`src/rtl/conv_ctrl_pkg.sv`:
```
// Shared encodings for the conv accelerator feed controller:
// FSM states, PIO command bit positions and status word layout.
package conv_ctrl_pkg;

    typedef enum logic [2:0] {
        S_IDLE  = 3'd0,
        S_CLEAR = 3'd1,
        S_LOAD  = 3'd2,
        S_DRAIN = 3'd3,
        S_DONE  = 3'd4
    } state_e;

    localparam int CMD_PIX_LSB   = 0;
    localparam int CMD_WR_BIT    = 8;
    localparam int CMD_START_BIT = 9;
    localparam int CMD_ABORT_BIT = 10;

    localparam int ST_STATE_LSB = 0;
    localparam int ST_PIX_LSB   = 3;
    localparam int ST_RES_LSB   = 13;
    localparam int ST_DONE_BIT  = 23;
    localparam int ST_UNEXP_BIT = 24;
    localparam int ST_EXTRA_BIT = 25;
    localparam int ST_TMO_BIT   = 26;

    localparam int CNT_W = 10;
    localparam logic [CNT_W-1:0] CNT_ONE = CNT_W'(1);
    localparam logic [CNT_W-1:0] CNT_MAX = '1;
    localparam logic [15:0]      TMO_MAX = 16'hFFFF;

    function automatic logic [31:0] pack_status(
        input state_e           st,
        input logic [CNT_W-1:0] pix,
        input logic [CNT_W-1:0] res,
        input logic             done,
        input logic             unexp,
        input logic             extra,
        input logic             tmo
    );
        logic [31:0] s;
        s = '0;
        s[ST_STATE_LSB +: 3]   = st;
        s[ST_PIX_LSB +: CNT_W] = pix;
        s[ST_RES_LSB +: CNT_W] = res;
        s[ST_DONE_BIT]         = done;
        s[ST_UNEXP_BIT]        = unexp;
        s[ST_EXTRA_BIT]        = extra;
        s[ST_TMO_BIT]          = tmo;
        return s;
    endfunction

endpackage

```
`src/rtl/toggle_edge_det.sv`:
```
// Level-change detector: flags a cycle whose input differs
// from the value registered on the previous cycle.
module toggle_edge_det (
    input  logic clk_i,
    input  logic rst_ni,
    input  logic d_i,
    output logic tgl_o
);

    logic d_q;

    always_ff @(posedge clk_i or negedge rst_ni) begin
        if (!rst_ni) begin
            d_q <= 1'b0;
        end else begin
            d_q <= d_i;
        end
    end

    assign tgl_o = d_i ^ d_q;

endmodule

```
`src/rtl/conv_feed_ctrl.sv`:
```
// Pixel feed controller between a CPU PIO word and a conv accelerator.
// Define CONV_FEED_CTRL_TIMEOUT_EN to enable the DRAIN idle timeout.
module conv_feed_ctrl
    import conv_ctrl_pkg::*;
#(
    parameter int IMG_W   = 28,
    parameter int IMG_H   = 28,
    parameter int RES_CNT = 676,
    parameter int CLR_CYC = 4
) (
    input  logic        sys_clk,
    input  logic        sys_rst_n,
    input  logic [31:0] cmd_in,
    output logic        acc_rst_n,
    output logic        acc_valid,
    output logic [7:0]  acc_pixel,
    input  logic [31:0] acc_res,
    input  logic        acc_res_valid,
    output logic [31:0] res_data,
    output logic [31:0] status
);

    localparam int PIX_TOT = IMG_W * IMG_H;
    localparam logic [CNT_W-1:0] PIX_LAST = CNT_W'(PIX_TOT - 1);
    localparam logic [CNT_W-1:0] RES_TGT  = CNT_W'(RES_CNT);
    localparam logic [7:0]       CLR_LAST = 8'(CLR_CYC - 1);

    state_e           state_q, state_d;
    logic [7:0]       clr_q, clr_d;
    logic [CNT_W-1:0] pix_q, pix_d;
    logic [CNT_W-1:0] res_q, res_d;
    logic [CNT_W-1:0] res_inc;
    logic             done_q, done_d;
    logic             unexp_q, unexp_d;
    logic             extra_q, extra_d;
    logic             vld_q, vld_d;
    logic [7:0]       pixel_q, pixel_d;
    logic [31:0]      data_q, data_d;
    logic             arst_q, arst_d;
    logic             tmo_flag;

    logic start_tgl;
    logic wr_tgl;
    logic abort;
    logic unused_cmd;

`ifdef CONV_FEED_CTRL_TIMEOUT_EN
    logic [15:0] tmo_q, tmo_d;
    logic        tmo_err_q, tmo_err_d;
    assign tmo_flag = tmo_err_q;
`else
    assign tmo_flag = 1'b0;
`endif

    toggle_edge_det u_start_det (
        .clk_i  (sys_clk),
        .rst_ni (sys_rst_n),
        .d_i    (cmd_in[CMD_START_BIT]),
        .tgl_o  (start_tgl)
    );

    toggle_edge_det u_wr_det (
        .clk_i  (sys_clk),
        .rst_ni (sys_rst_n),
        .d_i    (cmd_in[CMD_WR_BIT]),
        .tgl_o  (wr_tgl)
    );

    assign abort      = cmd_in[CMD_ABORT_BIT];
    assign unused_cmd = ^cmd_in[31:CMD_ABORT_BIT+1];
    assign res_inc    = (res_q == CNT_MAX) ? res_q : res_q + CNT_ONE;

    always_comb begin
        state_d = state_q;
        clr_d   = '0;
        pix_d   = pix_q;
        res_d   = res_q;
        done_d  = done_q;
        unexp_d = unexp_q;
        extra_d = extra_q;
        vld_d   = 1'b0;
        pixel_d = pixel_q;
        data_d  = data_q;
`ifdef CONV_FEED_CTRL_TIMEOUT_EN
        tmo_d     = '0;
        tmo_err_d = tmo_err_q;
`endif

        if (wr_tgl && state_q != S_LOAD) begin
            unexp_d = 1'b1;
        end

        if (acc_res_valid) begin
            if (state_q == S_LOAD || state_q == S_DRAIN) begin
                data_d = acc_res;
                res_d  = res_inc;
            end else if (state_q == S_IDLE || state_q == S_DONE) begin
                extra_d = 1'b1;
            end
        end

        case (state_q)
            S_IDLE, S_DONE: begin
                if (start_tgl) begin
                    state_d = S_CLEAR;
                    pix_d   = '0;
                    res_d   = '0;
                    done_d  = 1'b0;
                    unexp_d = 1'b0;
                    extra_d = 1'b0;
`ifdef CONV_FEED_CTRL_TIMEOUT_EN
                    tmo_err_d = 1'b0;
`endif
                end
            end
            S_CLEAR: begin
                clr_d = clr_q + 8'd1;
                if (clr_q == CLR_LAST) begin
                    state_d = S_LOAD;
                end
            end
            S_LOAD: begin
                if (wr_tgl) begin
                    vld_d   = 1'b1;
                    pixel_d = cmd_in[CMD_PIX_LSB +: 8];
                    pix_d   = pix_q + CNT_ONE;
                    if (pix_q == PIX_LAST) begin
                        state_d = S_DRAIN;
                    end
                end
            end
            S_DRAIN: begin
                if (res_d >= RES_TGT) begin
                    state_d = S_DONE;
                    done_d  = 1'b1;
                end
`ifdef CONV_FEED_CTRL_TIMEOUT_EN
                else begin
                    tmo_d = acc_res_valid ? 16'd0 : tmo_q + 16'd1;
                    if (tmo_d == TMO_MAX) begin
                        tmo_err_d = 1'b1;
                        state_d   = S_DONE;
                        done_d    = 1'b1;
                    end
                end
`endif
            end
            default: state_d = S_IDLE;
        endcase

        // Abort freezes all bookkeeping so the CPU can inspect it
        if (abort) begin
            state_d = S_IDLE;
            clr_d   = '0;
            pix_d   = pix_q;
            res_d   = res_q;
            done_d  = done_q;
            unexp_d = unexp_q;
            extra_d = extra_q;
            vld_d   = 1'b0;
            pixel_d = pixel_q;
            data_d  = data_q;
`ifdef CONV_FEED_CTRL_TIMEOUT_EN
            tmo_d     = '0;
            tmo_err_d = tmo_err_q;
`endif
        end

        arst_d = (state_d != S_CLEAR);
    end

    always_ff @(posedge sys_clk or negedge sys_rst_n) begin
        if (!sys_rst_n) begin
            state_q <= S_IDLE;
            clr_q   <= '0;
            pix_q   <= '0;
            res_q   <= '0;
            done_q  <= 1'b0;
            unexp_q <= 1'b0;
            extra_q <= 1'b0;
            vld_q   <= 1'b0;
            pixel_q <= '0;
            data_q  <= '0;
            arst_q  <= 1'b0;
        end else begin
            state_q <= state_d;
            clr_q   <= clr_d;
            pix_q   <= pix_d;
            res_q   <= res_d;
            done_q  <= done_d;
            unexp_q <= unexp_d;
            extra_q <= extra_d;
            vld_q   <= vld_d;
            pixel_q <= pixel_d;
            data_q  <= data_d;
            arst_q  <= arst_d;
        end
    end

`ifdef CONV_FEED_CTRL_TIMEOUT_EN
    always_ff @(posedge sys_clk or negedge sys_rst_n) begin
        if (!sys_rst_n) begin
            tmo_q     <= '0;
            tmo_err_q <= 1'b0;
        end else begin
            tmo_q     <= tmo_d;
            tmo_err_q <= tmo_err_d;
        end
    end
`endif

    assign acc_rst_n = arst_q & ~abort;
    assign acc_valid = vld_q;
    assign acc_pixel = pixel_q;
    assign res_data  = data_q;
    assign status    = pack_status(state_q, pix_q, res_q, done_q,
                                   unexp_q, extra_q, tmo_flag);

endmodule

```
`config.mk`:
```
export PLATFORM = sky130hd
export DESIGN_NAME = conv_feed_ctrl
export DESIGN_NICKNAME = d
export VERILOG_FILES = /design/src/rtl/conv_ctrl_pkg.sv /design/src/rtl/toggle_edge_det.sv /design/src/rtl/conv_feed_ctrl.sv
export SDC_FILE = /design/constraint.sdc
export NUM_CORES = 1
export LEC_CHECK = 0
export BUFFER_PORTS_ARGS = -buffer_cell sky130_fd_sc_hd__buf_2
export CORE_MARGIN = 2
export CORE_UTILIZATION = 52
export DETAILED_ROUTE_END_ITERATION = 10
export GPL_TIMING_DRIVEN = 1
export PLACE_DENSITY_LB_ADDON = 0.1
export SYNTH_ARGS = -nofsm -noshare
export SYNTH_HDL_FRONTEND = slang
export SYNTH_SLANG_ARGS = --single-unit
```
`constraint.sdc`:
```
create_clock -name sys_clk -period 3 [get_ports sys_clk]
set_input_delay 0.45 -clock sys_clk [delete_from_list [all_inputs] [get_ports sys_clk]]
set_output_delay 0.45 -clock sys_clk [all_outputs]
set_load 0.01 [all_outputs]
```
==> summary.md <==
| Metric | Value |
|---|---|
| Layout fillers | 555 |
| Synth async-reset ratio | 1.00 |
| Global Route Usage Sum | 0.212 |
| Post-Synth Simple-Gate Area | 0.165 |
| Slew @ Worst Pin | around 970 ps |
| Routability Congestion | 0.832 |
| Worst IR Drop VDD | ~0.36 mV |
| Reg clk slew, reported paths | ~80 ps |
| Setup TNS | 0 ps |
| H-tree levels | 3 |
| Pleak | 0.00233 uW |
| Die W | 87.4 um |
| Worst slack, placed | a little under 800 ps |
| Total CTS buffers | 9 |
| Tightest Hold Check Type | in -> reg |
| Io pins | approximately 140 |
| Mux share of post-synthesis cell area | 0.136 |
| Adder-cell share of the synthesized area | 0.0104 |
| Reg2reg start | res_q[0] |
| Via count of the first global-routing pass | about 2.6k |
| Routed Antenna Nets | 0 |
| Number of synthesized flops with an enable pin | 0 |
| Final Util | 0.659 |
| Clock sinks | 78 |
| Starting density of the core | 0.535 |
| Final min period | roughly 2300 ps |
| Max clock buf depth | 2 |
| RSZ-0062 raised after global routing | no |
| Largest net degree at the start of global routing | 79 |
| Critical Path Sink Type | flop |
| Area growth syn-to-layout | 23.2% |
| Layout cells sized above 1 | 0.420 |
| #FFs+latches synth | 78 |
| Main synth FF type | dfrtp_1 |
| Post-CTS Resized | 0 |
| Most frequent cell after synthesis | dfrtp_1 |
| Combinational family with the most area after synthesis | simple AND/OR/NAND/NOR gates |
| Buffers plus inverters on the worst setup path | 0 |
| R2R cell count | 7 |
| CP cell instances | ha_1 > and4b_1 > nand4_1 > mux2i_1 > nand2_1 > or3b_1 > nand3_1 |
| Cts hold-fix bufs | 0 |
| Initial antenna violation count | 0 |
| Post-route cell area | 4450 um2 |
| Syn Inst Count | 315 |
| CP startpoint | res_q[0] |
| PD cells | 568 nW/um2 |
| Yosys warns | 0 |
| Hold Path Origin | cmd_in[9] |
| Max-slew violations | 0 |
| Synth top area share | 0.540 |
| Worst Path Max Fanout | 7 |
| Commonest cells post-synth | dfrtp_1, mux2_2, nor2_1, nand2_1, nand3_1 |
| CORE AREA | 6760 um2 |
| First-pass GRT wire length | 12.6 mm |
| Initial drt markers | 167 |
| Root Driver | clkbuf_8 |
| Skew-Pair Late Insertion Delay | 350 ps |
| Register area share after synthesis | 0.540 |
| CP Launch Type | flop |
| Post-CTS setup buffers | 0 |
| Highest clock rate | 443 MHz |
| Worst hold path depth | 1 |
| CTS tree | yes |
| Critical path type | reg -> reg |
| Via density | 5.36 |
| Crit-path leading delay family | simple AND/OR/NAND/NOR gates |
| FP Rows | 30 |
| Status | finished clean |
| DRT Pass-1 Iters | 4 |
| Via Count | 2739 |
| Yosys cell types | 52 |
| WP data arrival | 2540 ps |
| Avg WL per Cell | 15.2 um |
| Fin. Hold Viols | 0 |
| Yosys top cell by area | dfrtp_1 |
| Final setup fails | 0 |
| Final Worst Setup Slack | 745 ps |
| Slew HR | 0.356 |
| Die height | 87.4 um |
| Fin crit share | 0.752 |
| FF-to-FF setup slack | between 700 and 800 ps |
| Top cells by area in the synthesized netlist | dfrtp_1, mux2_2, nor2_1 |
| Synth Area in Compound Gates | 0.0689 |
| # diodes | 0 |
| Hold path endpoint | u_start_det.d_q |
| Syn Area/Cell | ~11 um2 |
| Buffers on Ports | 113 |
| RR Endpoint | state_q[1] |
| Post-Synth XOR/XNOR Area | 0.0363 |
| Required time worst endpoint | 3280 ps |
| Congestion Overflow GR | 0 |
| Cell Area, Placed | 4200 um2 |
| Crit-path slowest cell | dfrtp_1 |
| Max incr delay on CP | between 400 and 500 ps |
| Die ar. | 7630 um2 |
| Residual DRC | 0 |
| Max Clock Skew | approximately 7.4 ps |
| Max cap viols | 0 |
| Mapped Area | ~3600 um2 |
| DP HPWL | 5.48 mm |
| Nets | 496 |
| Final WL | 7.76 mm |
## worst max path at each step
stage,endpoint,slack (ps),depth (start not counted)
floorplan,state_q[0],970,7
global placement,done_q,820,7
detailed placement,state_q[1],780,7
CTS,state_q[1],750,7
global route,state_q[1],580,7
finish,state_q[1],740,7
## per-stage QoR
step | hold slack (ps) | std cells | total power [uW]
3_5_place_dp | 474 | 495 | 1580
4_1_cts | 224 | 511 | 2560
3_3_place_gp | 469 | 495 | 1560
6_report | 234 | 511 | 2530
5_1_grt | 224 | 511 | 2640
2_1_floorplan | 154 | 320 | 1410
## worst register-to-register path, stage by stage (launching register included)
cell	delay (ps)
dfrtp_1	450
ha_1	260
and4b_1	380
nand4_1	150
mux2i_1	320
nand2_1	130
or3b_1	400
nand3_1	110
## cells by family after synthesis
logic type	count (synthesis)
buffers and inverters	28
other	1
multiplexers	44
XOR/XNOR	15
flip-flops	78
adder cells (fa/ha/maj)	3
AND/OR/NAND/NOR	110
AO/OA/AOI/OAI	36
## routing by layer
metal / vias to the layer above / global-route usage / share of wire
met2: 77 / 0.317 / 0.47
met3: 9 / 0.0550 / 0.056
met5: - / 0 / 0
li1: 1327 / - / -
met4: 0 / 0.0867 / 0.015
met1: 1326 / 0.295 / 0.46
## power by group
| group | switching [uW] | leakage (uW) | internal [uW] | total, uW |
|---|---|---|---|---|
| combinational | 184 | 0.00116 | 164 | 348 |
| clock | 397 | 0.000125 | 582 | 979 |
| sequential | 52.2 | 0.00105 | 1150 | 1200 |
| total | 633 | 0.00233 | 1900 | 2530 |
## flip-flops by register name, indices dropped and copies added (netlist names)
signal	flops
u_wr_det.d_q	1
res_q	10
res_data	32
pix_q	10
u_start_det.d_q	1
acc_pixel	8
clr_q	8
state_q	3
done_q	1
arst_q	1
unexp_q	1
acc_valid	1
extra_q	1
## cell type report
type / instances / area (um2) / share of cell area
clock inverters: 6 / 118 / 0.0264
multi-input cells: 214 / 1530 / 0.344
flip-flops and latches: 78 / 1950 / 0.438
inverters: 8 / 30.0 / 0.00675
repair buffers: 115 / 583 / 0.131
clock buffers: 10 / 138 / 0.0309
well taps: 80 / 100 / 0.0225
## cells in the final DEF (no fill, tap or decap), types with 2 or more instances in the layout
cell | synthesis | layout
xnor2_1 | 7 | 7
buf_4 | 11 | 3
mux2_2 | 38 | 38
buf_2 | 4 | 112
bufinv_16 | 0 | 3
nor3_1 | 5 | 5
inv_1 | 8 | 8
o31ai_1 | 3 | 3
or3_1 | 2 | 2
mux2_1 | 3 | 3
a22o_1 | 4 | 4
or3b_1 | 2 | 2
nor2_2 | 1 | 2
nor2b_1 | 2 | 2
ha_1 | 3 | 3
nor4_1 | 3 | 3
conb_1 | 1 | 6
mux2i_1 | 3 | 3
and3_1 | 8 | 8
o21ai_0 | 8 | 8
nand2b_1 | 2 | 2
nand4_1 | 7 | 7
nor2_1 | 33 | 32
nand2_1 | 17 | 17
dfrtp_1 | 78 | 78
xor2_1 | 8 | 8
nand3_1 | 16 | 16
a21oi_1 | 7 | 7
a31oi_1 | 3 | 3
nor3_2 | 3 | 3
clkbuf_8 | 0 | 10
(Power assumes the default switching activity.)
